File: src/rtl/parking_billing.sv
// Billing stage of the parking controller: fee pipeline, bill FIFO and revenue total.
// Optional free-parking grace period is enabled with the BILLING_GRACE_EN macro.
module parking_billing #(
    parameter int UNIT_SHIFT  = 4,
    parameter int RATE        = 5,
    parameter int MAX_FEE     = 500,
    parameter int GRACE_TICKS = 20,
    parameter int DEPTH       = 4
) (
    input  logic                     CLK,
    input  logic                     RST,
    input  logic                     exit_evt,
    input  logic [1:0]               switch,
    input  logic [63:0]              spot0_time,
    input  logic [63:0]              spot1_time,
    input  logic [63:0]              spot2_time,
    input  logic [63:0]              spot3_time,
    output logic                     bill_valid,
    input  logic                     bill_ready,
    output logic [1:0]               bill_spot,
    output logic [15:0]              bill_fee,
    output logic [$clog2(DEPTH):0]   pending,
    output logic [31:0]              revenue,
    output logic                     overflow_err
);

    localparam int PW = $clog2(DEPTH);
    localparam int CW = PW + 1;
    localparam logic [64:0] ROUND_C   = 65'((65'd1 << UNIT_SHIFT) - 65'd1);
    localparam logic [64:0] MAX_FEE_C = 65'(MAX_FEE);
    localparam logic [64:0] RATE_C    = 65'(RATE);
    localparam logic [63:0] GRACE_C   = 64'(GRACE_TICKS);
    localparam logic [15:0] FEE_CAP_C = 16'(MAX_FEE);
`ifdef BILLING_GRACE_EN
    localparam logic GRACE_EN = 1'b1;
`else
    localparam logic GRACE_EN = 1'b0;
`endif

    logic               s1_vld_r;
    logic [1:0]         s1_spot_r;
    logic [63:0]        s1_time_r;
    logic               s2_vld_r;
    logic [1:0]         s2_spot_r;
    logic [15:0]        s2_fee_r;

    logic [63:0]        sel_time_s;
    logic [64:0]        units_s;
    logic [64:0]        prod_s;
    logic [15:0]        fee_s;

    logic [1:0]         mem_spot_r [DEPTH];
    logic [15:0]        mem_fee_r  [DEPTH];
    logic [PW-1:0]      wr_ptr_r;
    logic [PW-1:0]      rd_ptr_r;
    logic [CW-1:0]      count_r;
    logic [31:0]        revenue_r;
    logic               overflow_r;

    logic               full_s;
    logic               pop_s;
    logic               push_ok_s;
    logic [32:0]        rev_sum_s;

    // Spot time multiplexer driven by the exit's spot index
    always_comb begin
        sel_time_s = 64'd0;
        case (switch)
            2'd0:    sel_time_s = spot0_time;
            2'd1:    sel_time_s = spot1_time;
            2'd2:    sel_time_s = spot2_time;
            2'd3:    sel_time_s = spot3_time;
            default: sel_time_s = 64'd0;
        endcase
    end

    // Fee computation: ceiling units, cap before multiplying so the product stays small
    always_comb begin
        units_s = ({1'b0, s1_time_r} + ROUND_C) >> UNIT_SHIFT;
        prod_s  = 65'd0;
        fee_s   = 16'd0;
        if (units_s > MAX_FEE_C) begin
            fee_s = FEE_CAP_C;
        end else begin
            prod_s = units_s * RATE_C;
            if (prod_s > MAX_FEE_C) begin
                fee_s = FEE_CAP_C;
            end else begin
                fee_s = prod_s[15:0];
            end
        end
        if (GRACE_EN && (s1_time_r < GRACE_C)) begin
            fee_s = 16'd0;
        end else begin
            fee_s = fee_s;
        end
    end

    // Capture and compute stages; never stalled
    always_ff @(posedge CLK or negedge RST) begin
        if (!RST) begin
            s1_vld_r  <= 1'b0;
            s1_spot_r <= 2'd0;
            s1_time_r <= 64'd0;
            s2_vld_r  <= 1'b0;
            s2_spot_r <= 2'd0;
            s2_fee_r  <= 16'd0;
        end else begin
            s1_vld_r  <= exit_evt;
            if (exit_evt) begin
                s1_spot_r <= switch;
                s1_time_r <= sel_time_s;
            end
            s2_vld_r  <= s1_vld_r;
            if (s1_vld_r) begin
                s2_spot_r <= s1_spot_r;
                s2_fee_r  <= fee_s;
            end
        end
    end

    assign full_s     = (count_r == CW'(DEPTH));
    assign bill_valid = (count_r != {CW{1'b0}});
    assign pop_s      = bill_valid && bill_ready;
    // A full FIFO still accepts the write when the head leaves in the same cycle
    assign push_ok_s  = s2_vld_r && (!full_s || pop_s);
    assign rev_sum_s  = {1'b0, revenue_r} + {17'd0, bill_fee};

    // Bill FIFO, revenue accumulator and sticky drop flag
    always_ff @(posedge CLK or negedge RST) begin
        if (!RST) begin
            for (int i = 0; i < DEPTH; i++) begin
                mem_spot_r[i] <= 2'd0;
                mem_fee_r[i]  <= 16'd0;
            end
            wr_ptr_r   <= {PW{1'b0}};
            rd_ptr_r   <= {PW{1'b0}};
            count_r    <= {CW{1'b0}};
            revenue_r  <= 32'd0;
            overflow_r <= 1'b0;
        end else begin
            if (push_ok_s) begin
                mem_spot_r[wr_ptr_r] <= s2_spot_r;
                mem_fee_r[wr_ptr_r]  <= s2_fee_r;
                wr_ptr_r             <= wr_ptr_r + {{(PW-1){1'b0}}, 1'b1};
            end
            if (s2_vld_r && !push_ok_s) begin
                overflow_r <= 1'b1;
            end
            if (pop_s) begin
                rd_ptr_r  <= rd_ptr_r + {{(PW-1){1'b0}}, 1'b1};
                revenue_r <= rev_sum_s[32] ? 32'hFFFF_FFFF : rev_sum_s[31:0];
            end
            case ({push_ok_s, pop_s})
                2'b10:   count_r <= count_r + {{(CW-1){1'b0}}, 1'b1};
                2'b01:   count_r <= count_r - {{(CW-1){1'b0}}, 1'b1};
                default: count_r <= count_r;
            endcase
        end
    end

    assign bill_spot    = bill_valid ? mem_spot_r[rd_ptr_r] : 2'd0;
    assign bill_fee     = bill_valid ? mem_fee_r[rd_ptr_r]  : 16'd0;
    assign pending      = count_r;
    assign revenue      = revenue_r;
    assign overflow_err = overflow_r;

endmodule

File: config.mk
export PLATFORM = sky130hd
export DESIGN_NAME = parking_billing
export DESIGN_NICKNAME = d
export VERILOG_FILES = /design/src/rtl/parking_billing.sv
export SDC_FILE = /design/constraint.sdc
export NUM_CORES = 1
export LEC_CHECK = 0
export ABC_AREA = 1
export CAP_MARGIN = 20
export CORE_AREA = 2 2 214 216
export DETAILED_ROUTE_END_ITERATION = 10
export DIE_AREA = 0 0 216 218
export PLACE_DENSITY_LB_ADDON = 0.3
export REMOVE_ABC_BUFFERS = 1
export SLEW_MARGIN = 30
export SYNTH_ARGS = -nofsm -noshare
export SYNTH_HDL_FRONTEND = slang
export SYNTH_SLANG_ARGS = --single-unit
File: constraint.sdc
create_clock -name CLK -period 6.2 [get_ports CLK]
set_input_delay 0.62 -clock CLK [delete_from_list [all_inputs] [get_ports CLK]]
set_output_delay 0.62 -clock CLK [all_outputs]
set_load 0.02 [all_outputs]
# --- After elaboration in Yosys (flattened, before gate mapping) ---
# Index checks and enable logic that the tools add are counted.
totals:
  register_bits: 198
  in_bits: 262
  output_inout_bits: 55
  wordCells: 68
classes:
  n_addsub: 6
  mul: 1
  magnitude_cmp: 5
  n_eq_ne: 6
  mux: 19
  n_bitwise: 2
  n_reduce_logical: 10
ops:
  columns: ["operator", "count"]
  rows:
  - ["$pmux W64 S4", 1]
  - ["$mux W16", 6]
  - ["$add A64 B4 Y65 const B", 1]
  - ["$bwmux W64", 1]
  - ["$gt A64 B9 Y1 const B", 1]
  - ["$mul A61 B3 Y64 const B", 1]
  - ["$gt A61 B9 Y1 const B", 1]
  - ["$add A32 B16 Y33", 1]
  - ["$bmux W16 S2", 1]
  - ["$demux W16 S2", 1]
  - ["$mux W32", 1]
  - ["$bwmux W8", 1]
  - ["$mux W2", 4]
  - ["$eq A2 B2 Y1 const B", 3]
  - ["$ge A3 B3 Y1 const B", 2]
  - ["$not A2 Y3", 2]
  - ["$pmux W3 S2", 1]
  - ["$add A2 B1 Y2 const B", 2]
  - ["$bmux W2 S2", 1]
  - ["$demux W2 S2", 1]
  - ["$eq A2 B1 Y1 const B", 2]
  - ["$logic_and A1 B1 Y1", 4]
  - ["$add A3 B1 Y3 const B", 1]
  - ["$eq A3 B3 Y1 const B", 1]
  - ["other kinds (7)", 8]

# --- Longest topological paths before layout ---
# Gate-level depths: netlist of the first run.
logic_depth:
  depth_word: 7
  ltp_mapped: 34
  ltp_nobuf: 33

# --- Worst setup path before layout of the first run ---
# Ideal clock, no wire load.
synth_timing:
  path_type: "flip-flop to flip-flop"
  startpoint: "register count_r[0], in the netlist pending[0]"
  endpoint: "register revenue_r[23], in the netlist revenue[23]"
  setup_time_ns: 0.069
  arrival_time_ns: 3.741
  required_time_ns: 6.131
  setup_slack_ns: 2.390
  path_stages_with_launch: 23
  n_path_buf: 2
  synth_period_minus_slack_ns: 3.810
  cell_sequence: "dfrtp_1 nor2_1 nand2_1 inv_2 buf_1 a21oi_1 ha_1 inv_1 fa_1 o21ai_1 a21oi_1 o21ai_2 a21oi_1 o21bai_1 nand2_1 nand2_1 inv_1 nor2_1 nand2_1 inv_1 nand2_2 buf_6 nand3_1"
synth_via:
  elab_chain_cells: 4
  elab_cells_between_ends: 5
  cone_classes: "add/sub: 1; mux: 2; reduce/logical: 2"
synth_rtl:
  columns: ["element", "line", "text"]
  rows:
  - ["start, declared", "56", "logic [CW-1:0] count_r;"]
  - ["start signal, assigned", "138", "count_r <= {CW{1'b0}};"]
  - ["start signal, assigned", "155", "2'b10: count_r <= count_r + {{(CW-1){1'b0}}, 1'b1};"]
  - ["start signal, assigned", "156", "2'b01: count_r <= count_r - {{(CW-1){1'b0}}, 1'b1};"]
  - ["$reduce_bool A3 Y1", "123", "assign bill_valid = (count_r != {CW{1'b0}});"]
  - ["net bill_valid", "18", "output logic bill_valid,"]
  - ["$mux W16", "163", "assign bill_fee = bill_valid ? mem_fee_r[rd_ptr_r] : 16'd0;"]
  - ["net bill_fee[0]", "21", "output logic [15:0] bill_fee,"]
  - ["$add A32 B16 Y33", "127", "assign rev_sum_s = {1'b0, revenue_r} + {17'd0, bill_fee};"]
  - ["$mux W32", "152", "revenue_r <= rev_sum_s[32] ? 32'hFFFF_FFFF : rev_sum_s[31:0];"]
  - ["end signal, assigned", "152", null]
  - ["end, declared", "57", "logic [31:0] revenue_r;"]
# The timed path passes the listed nets, and every way through them passes these cells.
# A chain may end at the register's enable or synchronous reset.

# --- Final worst setup path of the first run ---
layout_timing:
  startpoint: "register s1_time_r[1]"
  endpoint: "register s2_fee_r[7]"
layout_via:
  elab_chain_cells: 5
  elab_cells_between_ends: 6
  cone_classes: "add/sub: 1; mul: 1; order compare: 2; mux: 2"
layout_rtl:
  columns: ["element", "line", "text"]
  rows:
  - ["start, declared", "42", "logic [63:0] s1_time_r;"]
  - ["start signal, assigned", "112", "s1_time_r <= sel_time_s;"]
  - ["$add A64 B4 Y65 *", "79", "units_s = ({1'b0, s1_time_r} + ROUND_C) >> UNIT_SHIFT;"]
  - ["$mul A61 B3 Y64", "85", "prod_s = units_s * RATE_C;"]
  - ["$gt A64 B9 Y1", "86", "if (prod_s > MAX_FEE_C) begin"]
  - ["$mux W16", "86", null]
  - ["$mux W16 *", "82", "if (units_s > MAX_FEE_C) begin"]
  - ["end signal, assigned", "117", "s2_fee_r <= fee_s;"]
  - ["end, declared", "45", "logic [15:0] s2_fee_r;"]
# Mark *: on every way between the ends. The rest lies on a longest branch, timed or not.

==> reports/results.txt, run 1 <==
Post-Route M1 WL: 31100 um
number of diodes: 0
Post-CTS Resized: 0
IO Port Bufs: 316
yosys warns: 0
Synth top area share: 24.8%
I/O Pins: 317
slowest CP cell: nor2_1
Leakage: 11.8 nW
Highest Signal Layer: met4
largest net degree at the start of global routing: 72
met3 routed WL: 5270 um
hold buffer count at CTS: 0
Synth async-reset ratio: 100%
post-synth cell types: 49
CTS clock-pin slew for the worst setup and hold paths: 0.08 ns
clock root cell: clkbuf_16
routed via count: 23000
GR Util All Layers: 30.6%
Tcrit/Tclk final: 82.5%
vias in the first global route: 21000
cell area after placement: 23700 um^2
routability cong.: 1.11
Main synth FF type: dfrtp_1
initial antenna violation count: 0
Core Rows: 78
CTS Sinks: 198
crit path DAT: 5.47 ns
final setup TNS: 0 ns
layout cells sized above 1: 4.18%
Final Cell Area: 24400 um^2
critical path's most frequent cell: nand2_1
Seq/Total Area, Yosys: 24.8%
crit path launch type: flip-flop
synthesized flop and latch total: 198
Final setup viols: 0
CP Class: flip-flop to flip-flop
hpwl dp: 61000 um
Clock Latency Late Sink: 0.47 ns
Area Growth Syn to Fin: 22.0%
Initial Utilization: 44.5%
initial drt markers: 2148
clock buffers created by TritonCTS: 17
Tmin final: 5.11 ns
critical path peak fanout: 11
maximum clock path buffer count: 2
non-filler cells, final: 4285
ANT nets after route: 0
core region area: 44900 um^2
mapped cell area: 20000 um^2
# Post-CTS Setup Buffers: 0
first-pass GRT wire length: 114000 um
DR DRC count: 0
drt total wl: 74600 um
largest area contributor in the netlist: dfrtp_1
Critical Path RT: 6.56 ns
fmax: 196 MHz
Cells after Synth: 3391
maximum VDD drop: 0.388 mV
Crit path largest cell delay: 0.49 ns
Worst setup EP type: flip-flop
chip width: 216 um
H-tree levels: 4
Die Y: 218 um
Fin. Hold Viols: 0
Setup Skew: 0.0156 ns
FF-to-FF path depth: 26
Slew @ Worst Pin: 0.867 ns
die area: 47100 um^2
number of enable flip-flop cells after synthesis: 0
Min-Delay Path Class: input port to asynchronous set/reset pin
syn avg cell area: 5.89 um^2
PwrDens: 343 nW/um^2
RSZ-0062 raised after global routing: false
Max Slew Vio Count: 0
Cells after DPL: 4253
fin nets: 4050
Slew headroom: 41.8%
WL/cell: 17.4 um
CTS tree: built
total power draw: 0.00835 W
met2 routed WL: 35300 um
TritonRoute pass-1 iters: 5
Filler cells: 4591
aggregate global routing overflow: 0
outcome: finished clean
top post-synthesis cells by area: dfrtp_1 (25%), nand2_1 (22%), inv_1 (9.2%)
max-cap violations: 0
Vias/cell: 5.36
## Yosys cell counts, types with 22 or more instances
cell type	n
nand3_1	170
nand2_1	1172
a31oi_1	28
inv_1	489
mux2_2	22
nor2_1	483
a41oi_1	51
o21ai_0	144
clkbuf_1	58
ha_1	113
a21oi_1	188
nand4_1	52
dfrtp_1	198
## cell families (layout without fill, tap and decap cells)
group                      count (synthesis)  in the layout  synth area share, %
AOI/OAI and AO/OA                        461            461                 13.3
xor gates and xnor gates                  31             31                 1.49
adders and majority gates                116            116                 7.38
buffers and inverters                    578            872                 11.0
DFF                                      198            198                 24.8
muxes                                     22             22                 1.24
and+or+nand+nor                         1985           1985                 40.8
## routing by layer
| metal | GRT usage [%] | vias up |
|---|---|---|
| li1 | - | 11300 |
| met1 | 39.4 | 10400 |
| met2 | 52.3 | 1005 |
| met3 | 4.14 | 197 |
| met4 | 11.6 | 0 |
| met5 | 0 | - |
## cell type report
type,count,area (um^2),area share [%]
Clock buffer,17,425,1.75
Clock inverter,15,171,0.704
Inverter,507,1900,7.82
Multi-Input combinational cell,2615,12800,52.8
Sequential cell,198,4950,20.3
Tap cell,600,751,3.08
Timing Repair Buffer,333,3300,13.5
## per-stage QoR
stage          worst slack [ns]  utilization (%)  hold WS [ns]
3_5_place_dp               1.26             52.9         0.474
2_1_floorplan              1.61                -         0.324
4_1_cts                    1.22             54.2         0.112
3_3_place_gp               1.24             52.9         0.467
6_report                   1.09             54.2        0.0987
5_1_grt                   0.768             54.2         0.130
## final timing paths
kind                               startpoint       endpoint  slack, ns
worst min register to register  mem_fee_r[62]  mem_fee_r[62]       0.49
worst min-delay path                      RST     pending[0]        0.1
worst max register to register   s1_time_r[1]    s2_fee_r[7]       1.09
min in group CLK                mem_fee_r[62]  mem_fee_r[62]       0.49
worst max-delay path             s1_time_r[1]    s2_fee_r[7]       1.09
max in group asynchronous                 RST   s1_time_r[7]       5.06
## registers in the layout (all words and copies together) (netlist names), 2 cells and up
register / cells
pending: 3
revenue: 32
mem_fee_r: 64
rd_ptr_r: 2
s2_spot_r: 2
wr_ptr_r: 2
s1_spot_r: 2
mem_spot_r: 8
s1_time_r: 64
s2_fee_r: 16
## worst max-delay path: cells and delay by family, from the launching register on
family                   cells  cell delay (ns)
buffers and inverters        1             0.07
AND/OR/NAND/NOR             23             3.85
flip-flops                   1             0.36
adder cells (fa/ha/maj)      2             0.71
## power breakdown
part           internal [W]  switching (W)
clock network      0.000545       0.000596
logic               0.00200        0.00336
registers           0.00161       0.000235
total               0.00416        0.00419
## layout by cell type, fill, tap and decap left out, types with 17 or more instances in the layout
master / instances
nand4_1: 52
a21oi_1: 188
nand3_1: 170
xor2_1: 18
nand3b_1: 19
o21ai_0: 144
clkdlybuf4s50_1: 314
nand2_1: 1172
nand2_2: 17
nor2_2: 24
mux2_2: 22
inv_1: 489
ha_1: 113
nor2_1: 476
clkbuf_16: 17
a31oi_1: 28
a41oi_1: 51
dfrtp_1: 198
nor3_1: 17
(Power assumes the default switching activity.)
==> run 2: changes to the inputs <==
==> constraint.sdc (replaced) <==
create_clock -name CLK -period 5.15 [get_ports CLK]
set_input_delay 0.515 -clock CLK [delete_from_list [all_inputs] [get_ports CLK]]
set_output_delay 0.515 -clock CLK [all_outputs]
set_load 0.02 [all_outputs]
==> reports/results.txt, run 2 (synthesis gave the netlist of run 1 again) <==
outcome: finished clean
Crit Reg-Reg Endpoint: s2_fee_r[1]
slowest CP cell: fa_1
reg2reg setup slack: 0.24 ns (-0.85 ns)
Worst setup EP type: flip-flop
Setup Skew: 0.0203 ns (+0.00474 ns)
FF-to-FF path depth: 26 (unchanged)
vias in the first global route: 21300 (+1.5%)
critical path peak fanout: 11 (unchanged)
final setup TNS: 0 ns (unchanged)
fin nets: 4073 (+0.57%)
Tmin final: 4.91 ns (-0.203 ns)
hpwl dp: 64800 um (+6.3%)
Reg-to-Reg Start: s1_time_r[0]
maximum clock path buffer count: 2 (unchanged)
PwrDens: 414 nW/um^2 (+21%)
Leakage: 11.9 nW (+0.96%)
Worst path depth: 26 (unchanged)
Combinational Power Share: 64.4% (+0.2 points)
Slew headroom: 40.0% (-1.8 points)
WL/cell: 18.0 um (+3.5%)
Min-Delay Path Class: input port to asynchronous set/reset pin
Crit path buffers/inverters: 1 (unchanged)
GR Util All Layers: 32.3% (+1.7 points)
Core Rows: 78 (unchanged)
DR DRC count: 0 (unchanged)
hold buffer count at CTS: 0 (unchanged)
TritonRoute pass-1 iters: 6 (+1)
clock buffers created by TritonCTS: 17 (unchanged)
Crit path largest cell delay: 0.41 ns (-0.08 ns)
initial drt markers: 2286 (+6.4%)
clock share of power: 13.7% (about the same)
Final Cell Area: 24600 um^2 (+0.87%)
crit path DAT: 5.29 ns (-0.18 ns)
Place WS: 0.261 ns (-1.00 ns)
Crit. Startpoint: s1_time_r[0]
number of diodes: 0 (unchanged)
critical path's most frequent cell: nand2_1
maximum VDD drop: 0.496 mV (+28%)
delay-heaviest family, CP: simple AND/OR/NAND/NOR gates
Slew @ Worst Pin: 0.894 ns (+0.0267 ns)
CTS clock-pin slew for the worst setup and hold paths: 0.09 ns (about the same)
commonest non-fill, non-tap cell in the layout: nand2_1
first-pass GRT wire length: 120000 um (+5.0%)
Die Y: 218 um (unchanged)
Storage cell area: 4960 um^2 (about the same)
largest net degree at the start of global routing: 122 (+69%)
IO Port Bufs: 316 (unchanged)
Max Slew Vio Count: 0 (unchanged)
Clock Latency Late Sink: 0.46 ns (about the same)
Area Growth Syn to Fin: 23.0%
max-cap violations: 0 (unchanged)
cell area after placement: 23900 um^2 (+0.80%)
multi-input logic area: 12900 um^2 (+0.29%)
ANT nets after route: 0 (unchanged)
chip width: 216 um (unchanged)
cell internal pwr: 0.00505 W (+21%)
final setup margin: 0.240 ns (-0.847 ns)
core region area: 44900 um^2 (unchanged)
aggregate global routing overflow: 0 (unchanged)
H-tree levels: 4 (unchanged)
sw frac: 50.3% (+0.083 points)
Vias/cell: 5.34 (-0.40%)
routability cong.: 1.03 (-6.9%)
Tcrit/Tclk final: 95.3% (+13 points)
crit path launch type: flip-flop
I/O Pins: 317 (unchanged)
Critical Path RT: 5.53 ns (-1.03 ns)
sw power: 0.00511 W (+22%)
Filler cells: 4712 (+2.6%)
final core utilization: 54.7% (+0.47 points)
drt total wl: 77600 um (+4.0%)
CP Class: flip-flop to flip-flop
RSZ-0062 raised after global routing: false
CTS Sinks: 198 (unchanged)
end of the critical path: s2_fee_r[1]
register share of total power: 21.9% (-0.2 points)
routed via count: 23000 (+0.13%)
Fin. Hold Viols: 0 (unchanged)
Final setup viols: 0 (unchanged)
layout cells sized above 1: 5.04% (+0.86 points)
initial antenna violation count: 0 (unchanged)
CTS tree: built
clock root cell: clkbuf_16
Initial Utilization: 44.5% (unchanged)
die area: 47100 um^2 (unchanged)
commonest non-fill, non-tap cells in the layout: nand2_1 (1172), inv_1 (489), nor2_1 (469)
fmax: 204 MHz (+4.1%)
==> run 2: cell types whose count changed in the layout (fill, tap and decap cells not counted), moves of 3 or more <==
cell	previous run	this run
nor2_1	476	469
buf_4	15	39
nor2_4	12	15
clkinv_8	4	1
inv_8	1	4
inv_6	7	4
nor2_2	24	28
==> run 2: layout make-up <==
cell class              instances  share of cell area, %
flip-flops and latches        198                   20.2
inverters                     507                   7.75
clock inverters                15                  0.683
repair buffers                356                   14.1
clock buffers                  17                   1.73
multi-input cells            2615                   52.5
well taps                     600                   3.06
==> run 2: per-stage QoR <==
step	std cells	hold WS, ns	total power, W
after floorplan	3320	0.219	0.00642
after global placement	4276	0.458	0.00868
after detailed placement	4276	0.465	0.00871
after CTS	4308	0.0897	0.0101
after global routing	4308	0.113	0.0110
final	4308	0.0594	0.0102
==> run 2: power groups by stage <==
| stage | logic [W] | clock network (W) | registers [W] |
|---|---|---|---|
| floorplan | 0.00410 | 0 | 0.00232 |
| finish | 0.00654 | 0.00139 | 0.00223 |
| detailed placement | 0.00645 | 0 | 0.00226 |
| global placement | 0.00644 | 0 | 0.00224 |
| CTS | 0.00649 | 0.00140 | 0.00223 |
| global route | 0.00728 | 0.00146 | 0.00228 |
==> run 2: routing by layer <==
layer  up-vias  track usage (%)  part of all wire [%]
met2       910             54.7                    47
met3       137             3.51                   5.8
met1     10600             42.9                    44
li1      11400                -                     -
met4         0             11.2                   3.4
met5         -                0                     0
==> run 2: worst min path at each step <==
stage	startpoint	slack, ns	endpoint	cells after the start
2_1_floorplan	RST	0.22	mem_fee_r[0]	0
3_3_place_gp	overflow_err	0.46	overflow_err	1
3_5_place_dp	overflow_err	0.46	overflow_err	1
4_1_cts	RST	0.09	wr_ptr_r[0]	1
5_1_grt	RST	0.11	wr_ptr_r[0]	1
6_report	RST	0.06	wr_ptr_r[0]	1
==> run 2: what timing repair did <==
item / CTS / global route
endpoints found under the setup margin: 0 / 9
gates resized for setup: 0 / 12
buffers inserted: 0 / 0
==> run 3: changes to the inputs <==
--- a/config.mk
+++ b/config.mk
@@ -6,6 +6,7 @@
 export NUM_CORES = 1
 export LEC_CHECK = 0
 export ABC_AREA = 1
+export ABC_CLOCK_PERIOD_IN_PS = 5150
 export CAP_MARGIN = 20
 export CORE_AREA = 2 2 214 216
 export DETAILED_ROUTE_END_ITERATION = 10
==> results of run 3 <==
Final layout, timing and power as in run 2 (identical DEF).
